`src/rtl/mem_access.sv`:
```
// Memory-access stage: turns EX/MEM fields into one req/ack data-memory transaction,
// builds byte lanes and store replication, extends load data and selects the write-back value.
module mem_access #(
    parameter int MAX_WAIT = 16
) (
    input  logic        clk,
    input  logic        rst,
    input  logic        stop,
    input  logic [31:0] mem_pc,
    input  logic        mem_DMWe,
    input  logic        mem_DMsign,
    input  logic [1:0]  mem_DMwidth,
    input  logic [31:0] mem_aluout,
    input  logic [31:0] mem_rfrdata2,
    input  logic        mem_RFWe,
    input  logic [1:0]  mem_RFWsrc,
    input  logic [4:0]  mem_rfwaddr,
    output logic        dm_req,
    output logic        dm_we,
    output logic [31:0] dm_addr,
    output logic [3:0]  dm_be,
    output logic [31:0] dm_wdata,
    input  logic        dm_ack,
    input  logic [31:0] dm_rdata,
    output logic        mem_stall,
    output logic [31:0] wb_data,
    output logic        wb_RFWe,
    output logic [4:0]  wb_rfwaddr,
    output logic        mem_misalign,
    output logic        mem_buserr
);

    typedef enum logic [1:0] {IDLE, BUSY, DONE} state_t;

    localparam logic [7:0] LAST_WAIT = 8'(MAX_WAIT - 1);

    state_t      state;
    logic [7:0]  wait_cnt;
    logic [31:0] rdata_p1;
    logic        err_p1;
    logic        req_p1;

    logic        access;
    logic        misalign;
    logic        aligned_access;
    logic [31:0] load_val;

    function automatic logic [31:0] extract_load(input logic [31:0] word,
                                                 input logic [1:0]  width,
                                                 input logic [1:0]  lo,
                                                 input logic        sgn);
        logic        [7:0]  b;
        logic        [15:0] h;
        logic signed [7:0]  sb;
        logic signed [15:0] sh;
        b  = 8'(word >> {lo, 3'b000});
        h  = lo[1] ? word[31:16] : word[15:0];
        sb = b;
        sh = h;
        case (width)
            2'b00:   extract_load = sgn ? 32'(sb) : {24'd0, b};
            2'b01:   extract_load = sgn ? 32'(sh) : {16'd0, h};
            default: extract_load = word;
        endcase
    endfunction

    assign access         = (mem_DMwidth != 2'b11);
    assign misalign       = ((mem_DMwidth == 2'b01) && mem_aluout[0]) ||
                            ((mem_DMwidth == 2'b10) && (mem_aluout[1:0] != 2'b00));
    assign aligned_access = access && !misalign;

    // Bus fields come straight from EX/MEM; the stall keeps them frozen during BUSY.
    assign dm_req  = req_p1;
    assign dm_we   = mem_DMWe;
    assign dm_addr = {mem_aluout[31:2], 2'b00};

    always_comb begin
        dm_be    = 4'b0000;
        dm_wdata = mem_rfrdata2;
        case (mem_DMwidth)
            2'b00: begin
                dm_be    = 4'b0001 << mem_aluout[1:0];
                dm_wdata = {4{mem_rfrdata2[7:0]}};
            end
            2'b01: begin
                dm_be    = mem_aluout[1] ? 4'b1100 : 4'b0011;
                dm_wdata = {2{mem_rfrdata2[15:0]}};
            end
            2'b10: begin
                dm_be    = 4'b1111;
                dm_wdata = mem_rfrdata2;
            end
            default: begin
                dm_be    = 4'b0000;
                dm_wdata = mem_rfrdata2;
            end
        endcase
    end

    // Transaction control: one bus request train per instruction.
    always_ff @(posedge clk) begin
        if (!rst) begin
            state    <= IDLE;
            wait_cnt <= '0;
            rdata_p1 <= '0;
            err_p1   <= 1'b0;
            req_p1   <= 1'b0;
        end else begin
            case (state)
                IDLE: begin
                    if (aligned_access) begin
                        state    <= BUSY;
                        wait_cnt <= '0;
                        err_p1   <= 1'b0;
                        req_p1   <= 1'b1;
                    end
                end
                BUSY: begin
                    if (dm_ack) begin
                        rdata_p1 <= dm_rdata;
                        state    <= DONE;
                        req_p1   <= 1'b0;
                    end else if (wait_cnt == LAST_WAIT) begin
                        rdata_p1 <= '0;
                        err_p1   <= 1'b1;
                        state    <= DONE;
                        req_p1   <= 1'b0;
                    end else begin
                        wait_cnt <= wait_cnt + 8'd1;
                    end
                end
                DONE: begin
                    if (!stop) begin
                        state  <= IDLE;
                        err_p1 <= 1'b0;
                    end
                end
                default: begin
                    state  <= IDLE;
                    req_p1 <= 1'b0;
                end
            endcase
        end
    end

    assign mem_stall    = aligned_access && (state != DONE);
    assign mem_misalign = misalign;
    assign mem_buserr   = err_p1;
    assign load_val     = extract_load(rdata_p1, mem_DMwidth, mem_aluout[1:0], mem_DMsign);

    always_comb begin
        case (mem_RFWsrc)
            2'b01:   wb_data = load_val;
            2'b10:   wb_data = mem_pc + 32'd4;
            default: wb_data = mem_aluout;
        endcase
    end

    assign wb_RFWe    = mem_RFWe && !misalign && !err_p1;
    assign wb_rfwaddr = mem_rfwaddr;

endmodule

```
`config.mk`:
```
export PLATFORM = sky130hd
export DESIGN_NAME = mem_access
export DESIGN_NICKNAME = d
export VERILOG_FILES = /design/src/rtl/mem_access.sv
export SDC_FILE = /design/constraint.sdc
export NUM_CORES = 1
export LEC_CHECK = 0
export BUFFER_PORTS_ARGS = -buffer_cell sky130_fd_sc_hd__buf_2
export CORE_ASPECT_RATIO = 0.6
export CORE_UTILIZATION = 45
export CTS_CLUSTER_DIAMETER = 100
export DETAILED_ROUTE_END_ITERATION = 10
export GPL_TIMING_DRIVEN = 0
export PLACE_DENSITY = 0.82
export SLEW_MARGIN = 20
export SYNTH_ARGS = -nofsm -noshare
export SYNTH_HDL_FRONTEND = slang
export SYNTH_SLANG_ARGS = --single-unit
```
`constraint.sdc`:
```
create_clock -name clk -period 2.1 [get_ports clk]
set_input_delay 0.105 -clock clk [delete_from_list [all_inputs] [get_ports clk]]
set_output_delay 0.105 -clock clk [all_outputs]
set_load 0.01 [all_outputs]
```
==> impl_metrics.yaml, run 1 <==
floorplanning:
  start_util_pct: 46.9
  core.rowCount: 27
  die_y_um: 78.0
  ios: 255
  core_mm2: 0.00926
  die_w_um: 129
  design.die.area_mm2: 0.0100
synth:
  synth_edf_count: 0
  postSynth.asyncResetShare_pct: 0
  netlist_area_mm2: 0.00434
  ys_seq_area_share_pct: 20.3
  synth_commonest_cells: "nand2_1, nor2b_1, buf_4, dfxtp_1, a21oi_1"
  ys_ff_latch: 44
  synth_top_area_share_pct: 20.3
  synth_most_common_cell: "nand2_1"
  yosysWarnings: 0
  synth.distinct_cells: 57
  syn_inst: 567
  avgSynthCellArea_um2: 7.65
  synth_ff_type: "dfxtp_1"
  synth_top_cell_by_area: "dfxtp_1"
  netlist_top_cells_area: "dfxtp_1, buf_4, nor2b_1"
timing:
  rsz0062_at_grt: "yes"
  setup_violations: 24
  max_freq_ghz: 0.424
  clock_skew_ns: 0.00437
  fin_crit_sh_pct: 112
  tightest_slew_ns: 0.879
  holdWs_ns: 0.0644
  setup_slack_ns: -0.258
  fin_crit_ns: 2.36
  drv_slew: 0
  slew_headroom_pct: 41.2
  timing_hold_violations_final: 0
power:
  finalPower_mw: 2.93
  intPower_mw: 1.96
  powerDensity_mw_per_mm2: 477
  pwr-share-clk_pct: 32.3
  seq_power_share_pct: 30.8
  ir_drop_uv: 408
  combPwrFrac_pct: 36.9
  power.static_leakage_nw: 2.72
  switchingPower_uw: 977
  swShare_pct: 33.3
grt:
  grt_pass1_vias: 4993
  grtUsageTotal_pct: 33.3
  grt_max_degree: 15
  antenna_found_initial: 0
  globalRouteOverflowTotal: 0
  grt_pass1_wl_mm: 25.7
min_path:
  whs_path_depth: 3
  min_delay_worst_endpoint: "mem_buserr"
  min-delay-path-class: "input port to flip-flop"
  hp-start: "stop"
critical_path:
  crit_family: "compound AO/OA/AOI/OAI gates"
  timing.rr.start: "wait_cnt[0]"
  worstPathArrival_ns: 2.25
  slowest_delay_ns: 0.48
  crit_required_ns: 2.00
  timing.rr.end: "wait_cnt[3]"
  cp-start-kind: "flip-flop"
  cp_num_buf_inv: 1
  worst_setup_path_end_kind: "output port"
  crit_fanout: 8
  critical_path_class: "flip-flop to output port"
  cp.depth: 6
  cpMaxStageDelayCell: "mux4_2"
  rr_worst_depth: 6
  crit_chain: "mux4_2 > and3_4 > a221o_1 > a221oi_2 > a21oi_1 > buf_2"
  r2r_slack_ns: 0.11
clock_tree:
  cts-root-buf: "clkbuf_16"
  path_clk_slew_ns: 0.07
  cts_buffers: 5
  cts.path.max_buffers: 2
  clk_latency_ns: 0.29
  cts.htree.levels: 2
  cts.sinks: 44
  cts_hold_buffers: 0
  cts_tree: "done"
final_layout:
  drive_gt1_share_pct: 46.1
  nets: 978
  area_growth_pct: 42.0
  fin_cells: 961
  antenna_cells: 0
  fin_util_pct: 66.5
  fillers: 844
run:
  maxCapViolCount: 0
placed_design:
  hpwl_mm: 14.1
  globalplace.congestion: 0.959
  portBuffers: 245
  place_inst: 943
drt:
  wl_mm: 17.6
  drtAntennaViolNets: 0
  drt_iter0_drc: 447
  drtPass1Iterations: 5
  routedWlPerCell_um: 18.3
  via_per_inst: 5.73
  drc: 0
  vias: 5507
status:
  status: "finished, violations left"
  violations: "negative setup slack"
## power by group through the flow
stage               Combinational [mW]  Sequential, mW  Clock (mW)
floorplan                        0.578           0.903           0
global route                      1.16           0.906       0.984
detailed placement                1.02           0.919           0
finish                            1.08           0.905       0.947
CTS                               1.04           0.899       0.941
global placement                 0.998           0.918           0
## final cells by class
cell class	count	area, um^2	share of cell area, %
multi-input cells	425	3020	49.0
plain buffers	87	529	8.60
well taps	130	163	2.64
clock inverters	2	38.8	0.630
inverters	11	41.3	0.671
clock buffers	6	139	2.26
flip-flops and latches	44	891	14.5
repair buffers	256	1340	21.7
## per-layer routing
| metal | wire [um] | track usage, % | vias to the layer above |
|---|---|---|---|
| li1 | - | - | 2553 |
| met4 | 372 | 9.06 | 0 |
| met1 | 7580 | 45.0 | 2602 |
| met2 | 7700 | 53.5 | 314 |
| met3 | 1940 | 7.02 | 38 |
| met5 | 0 | 0 | - |
## cells by family after synthesis
| family | synth area share [%] |
|---|---|
| buffers and inverters | 13.0 |
| other | 0.0865 |
| DFF | 20.3 |
| and+or+nand+nor | 24.2 |
| muxes | 9.90 |
| adders and majority gates | 1.15 |
| xor gates and xnor gates | 6.06 |
| AOI/OAI and AO/OA | 25.3 |
## cells in the final DEF, fill, tap and decap left out, types with 8 or more instances in the layout
cell type	n
mux2_2	20
buf_4	53
nand2_1	51
clkbuf_1	25
mux2i_1	14
nor2_1	25
nand4_1	8
a21oi_1	39
o21ai_0	28
dfxtp_1	40
a22oi_1	32
nor2b_1	48
inv_1	11
nand3_1	16
xnor2_1	18
xor2_1	12
buf_2	249
nor3_1	8
## what timing repair did
action	CTS	global route
setup buffers	5	5
cloned	0	1
pin swaps	3	5
gates resized for setup	18	27
endpoints found under the setup margin	24	34
## metrics by stage
step / instance area [um^2] / TNS [ns] / setup WS, ns
after floorplan: 4340 / 0 / 0.274
after global routing: 6160 / -5.52 / -0.306
final: 6160 / -4.17 / -0.258
after global placement: 5730 / -1.43 / -0.238
after detailed placement: 5730 / -2.02 / -0.230
after CTS: 5990 / -2.92 / -0.190
## flip-flops by register name (all words and copies together), names as in the netlist
| name | cells |
|---|---|
| dm_req | 1 |
| mem_buserr | 1 |
| rdata_p1 | 32 |
| state | 2 |
| wait_cnt | 8 |
## how the worst max path moves through the flow
stage,end,from,slack [ns]
after floorplan,wb_data[10],rdata_p1[15],0.27
after global placement,wb_data[25],mem_pc[7],-0.24
after detailed placement,wb_data[25],mem_pc[7],-0.23
after CTS,wb_data[10],rdata_p1[31],-0.19
after global routing,wb_data[18],rdata_p1[23],-0.31
final,wb_data[10],rdata_p1[31],-0.26
## tightest hold or removal path, cell delays in order
cell and delay [ns]:
buf_2 0.11, inv_1 0.04, a211oi_1 0.05
No activity file was read; power rests on OpenSTA's default activity.
==> inputs of run 2 (changes only) <==
--- a/config.mk
+++ b/config.mk
@@ -8,6 +8,7 @@
 export BUFFER_PORTS_ARGS = -buffer_cell sky130_fd_sc_hd__buf_2
 export CORE_ASPECT_RATIO = 0.6
 export CORE_UTILIZATION = 45
+export CTS_BUF_LIST = sky130_fd_sc_hd__clkbuf_16
 export CTS_CLUSTER_DIAMETER = 100
 export DETAILED_ROUTE_END_ITERATION = 10
 export GPL_TIMING_DRIVEN = 0
==> run 2 against run 1 <==
Against the previous run:
- the run still ends with negative setup slack left
- first-iteration DRC count stayed put
- non-clock buffer count unchanged
- global-route usage is the same
- register-to-register slack about the same
- combinational power about the same
- critical path type unchanged
- largest cell class unchanged
- highest routed layer unchanged
==> impl_metrics.yaml, run 2 (synthesis results as in run 1) <==
status:
  status: "finished, violations left"
  violations: "negative setup slack"
final_layout:
  seqCellArea_um2: 891
  final_cell_mix: "buf_2, buf_4, nand2_1"
  layout_commonest_cell: "buf_2"
  final_area_mm2: 0.00615
  top_register: "rdata_p1"
  area_growth_pct: 41.7
  fin_cells: 961
  largest_reg_flops: 32
  multi_input_area_mm2: 0.00302
  nets: 978
  drive_gt1_share_pct: 46.0
  antenna_cells: 0
  reg_top3: "rdata_p1: 32 flops, wait_cnt: 8 flops, state: 2 flops"
  fillers: 845
critical_path:
  crit_required_ns: 2.00
  cp-start-kind: "flip-flop"
  worst_setup_path_end_kind: "output port"
  worstPathArrival_ns: 2.25
  crit_fanout: 8
  critical_path_class: "flip-flop to output port"
grt:
  globalRouteOverflowTotal: 0
  grt_max_degree: 15
  antenna_found_initial: 0
  grtUsageTotal_pct: 33.3
  grt_pass1_wl_mm: 25.7
  grt_pass1_vias: 4993
drt:
  drt_iter0_drc: 447
  routedWlPerCell_um: 18.3
  drtPass1Iterations: 5
  vias: 5507
  wl_mm: 17.6
  drc: 0
  drtAntennaViolNets: 0
  via_per_inst: 5.73
power:
  swShare_pct: 33.7
  powerDensity_mw_per_mm2: 471
  power.static_leakage_nw: 2.71
  seq_power_share_pct: 31.2
  switchingPower_uw: 976
  finalPower_mw: 2.90
  ir_drop_uv: 349
  combPwrFrac_pct: 37.4
  pwr-share-clk_pct: 31.4
  intPower_mw: 1.92
clock_tree:
  cts_hold_buffers: 0
  path_clk_slew_ns: 0.07
  cts_buffers: 5
  clk_latency_ns: 0.29
  cts.sinks: 44
  cts-root-buf: "clkbuf_16"
  cts_tree: "done"
  cts.htree.levels: 2
  cts.path.max_buffers: 2
floorplanning:
  ios: 255
  start_util_pct: 46.9
  design.die.area_mm2: 0.0100
  core_mm2: 0.00926
  die_y_um: 78.0
  die_w_um: 129
  core.rowCount: 27
timing:
  setup_slack_ns: -0.258
  slew_headroom_pct: 41.2
  tns_ns: -4.16
  rsz0062_at_grt: "yes"
  max_freq_ghz: 0.424
  fin_crit_sh_pct: 112
  drv_slew: 0
  clock_skew_ns: 0.00437
  timing_hold_violations_final: 0
  setup_violations: 24
  holdWs_ns: 0.0644
  fin_crit_ns: 2.36
  tightest_slew_ns: 0.879
placed_design:
  place_inst: 943
  postPlaceCellArea_mm2: 0.00573
  globalplace.congestion: 0.959
  hpwl_mm: 14.1
  portBuffers: 245
run:
  maxCapViolCount: 0
min_path:
  min-delay-path-class: "input port to flip-flop"
[run 2: final timing paths]
kind | slack [ns] | start | cells past startpoint | to
max | -0.26 | rdata_p1[31] | 6 | wb_data[10]
min | 0.06 | stop | 3 | mem_buserr
max reg2reg | 0.11 | wait_cnt[0] | 6 | wait_cnt[3]
min reg2reg | 0.51 | wait_cnt[1] | 2 | wait_cnt[1]
[run 2: layout make-up]
| class | instances | share of cell area [%] |
|---|---|---|
| Clock buffer | 5 | 2.04 |
| Inverter | 11 | 0.672 |
| Timing Repair Buffer | 256 | 21.8 |
| Multi-Input combinational cell | 425 | 49.1 |
| Sequential cell | 44 | 14.5 |
| Clock inverter | 3 | 0.692 |
| Tap cell | 130 | 2.65 |
| Buffer | 87 | 8.61 |
[run 2: power groups by stage]
stage	combinational, mW	clock [mW]	sequential (mW)
CTS	1.04	0.903	0.899
global route	1.16	0.946	0.906
global placement	0.998	0	0.918
detailed placement	1.02	0	0.919
floorplan	0.578	0	0.903
finish	1.08	0.909	0.905
[run 2: per-layer routing]
| metal | routed length (um) | vias to the layer above | GRT usage, % | part of all wire, % |
|---|---|---|---|---|
| li1 | - | 2553 | - | - |
| met1 | 7580 | 2602 | 45.0 | 43 |
| met2 | 7700 | 314 | 53.5 | 44 |
| met3 | 1940 | 38 | 7.02 | 11 |
| met4 | 372 | 0 | 9.06 | 2.1 |
| met5 | 0 | - | 0 | 0 |
[run 2: metrics by stage]
| stage | worst slack (ns) | utilization (%) |
|---|---|---|
| after global placement | -0.238 | 61.9 |
| after detailed placement | -0.230 | 61.9 |
| after global routing | -0.305 | 66.4 |
| after CTS | -0.190 | 64.6 |
| final | -0.258 | 66.4 |
| after floorplan | 0.274 | - |
[run 2: what timing repair did]
item	in CTS	in global routing
gates resized for setup	18	27
pin swaps	3	5
buffers inserted	5	5
endpoints found under the setup margin	24	34
gates cloned	0	1
[run 2: critical path, stage by stage (launching register included)]
cell and delay [ns]:
dfxtp_4 0.36, mux4_2 0.48, and3_4 0.20, a221o_1 0.31, a221oi_2 0.34, a21oi_1 0.08, buf_2 0.18
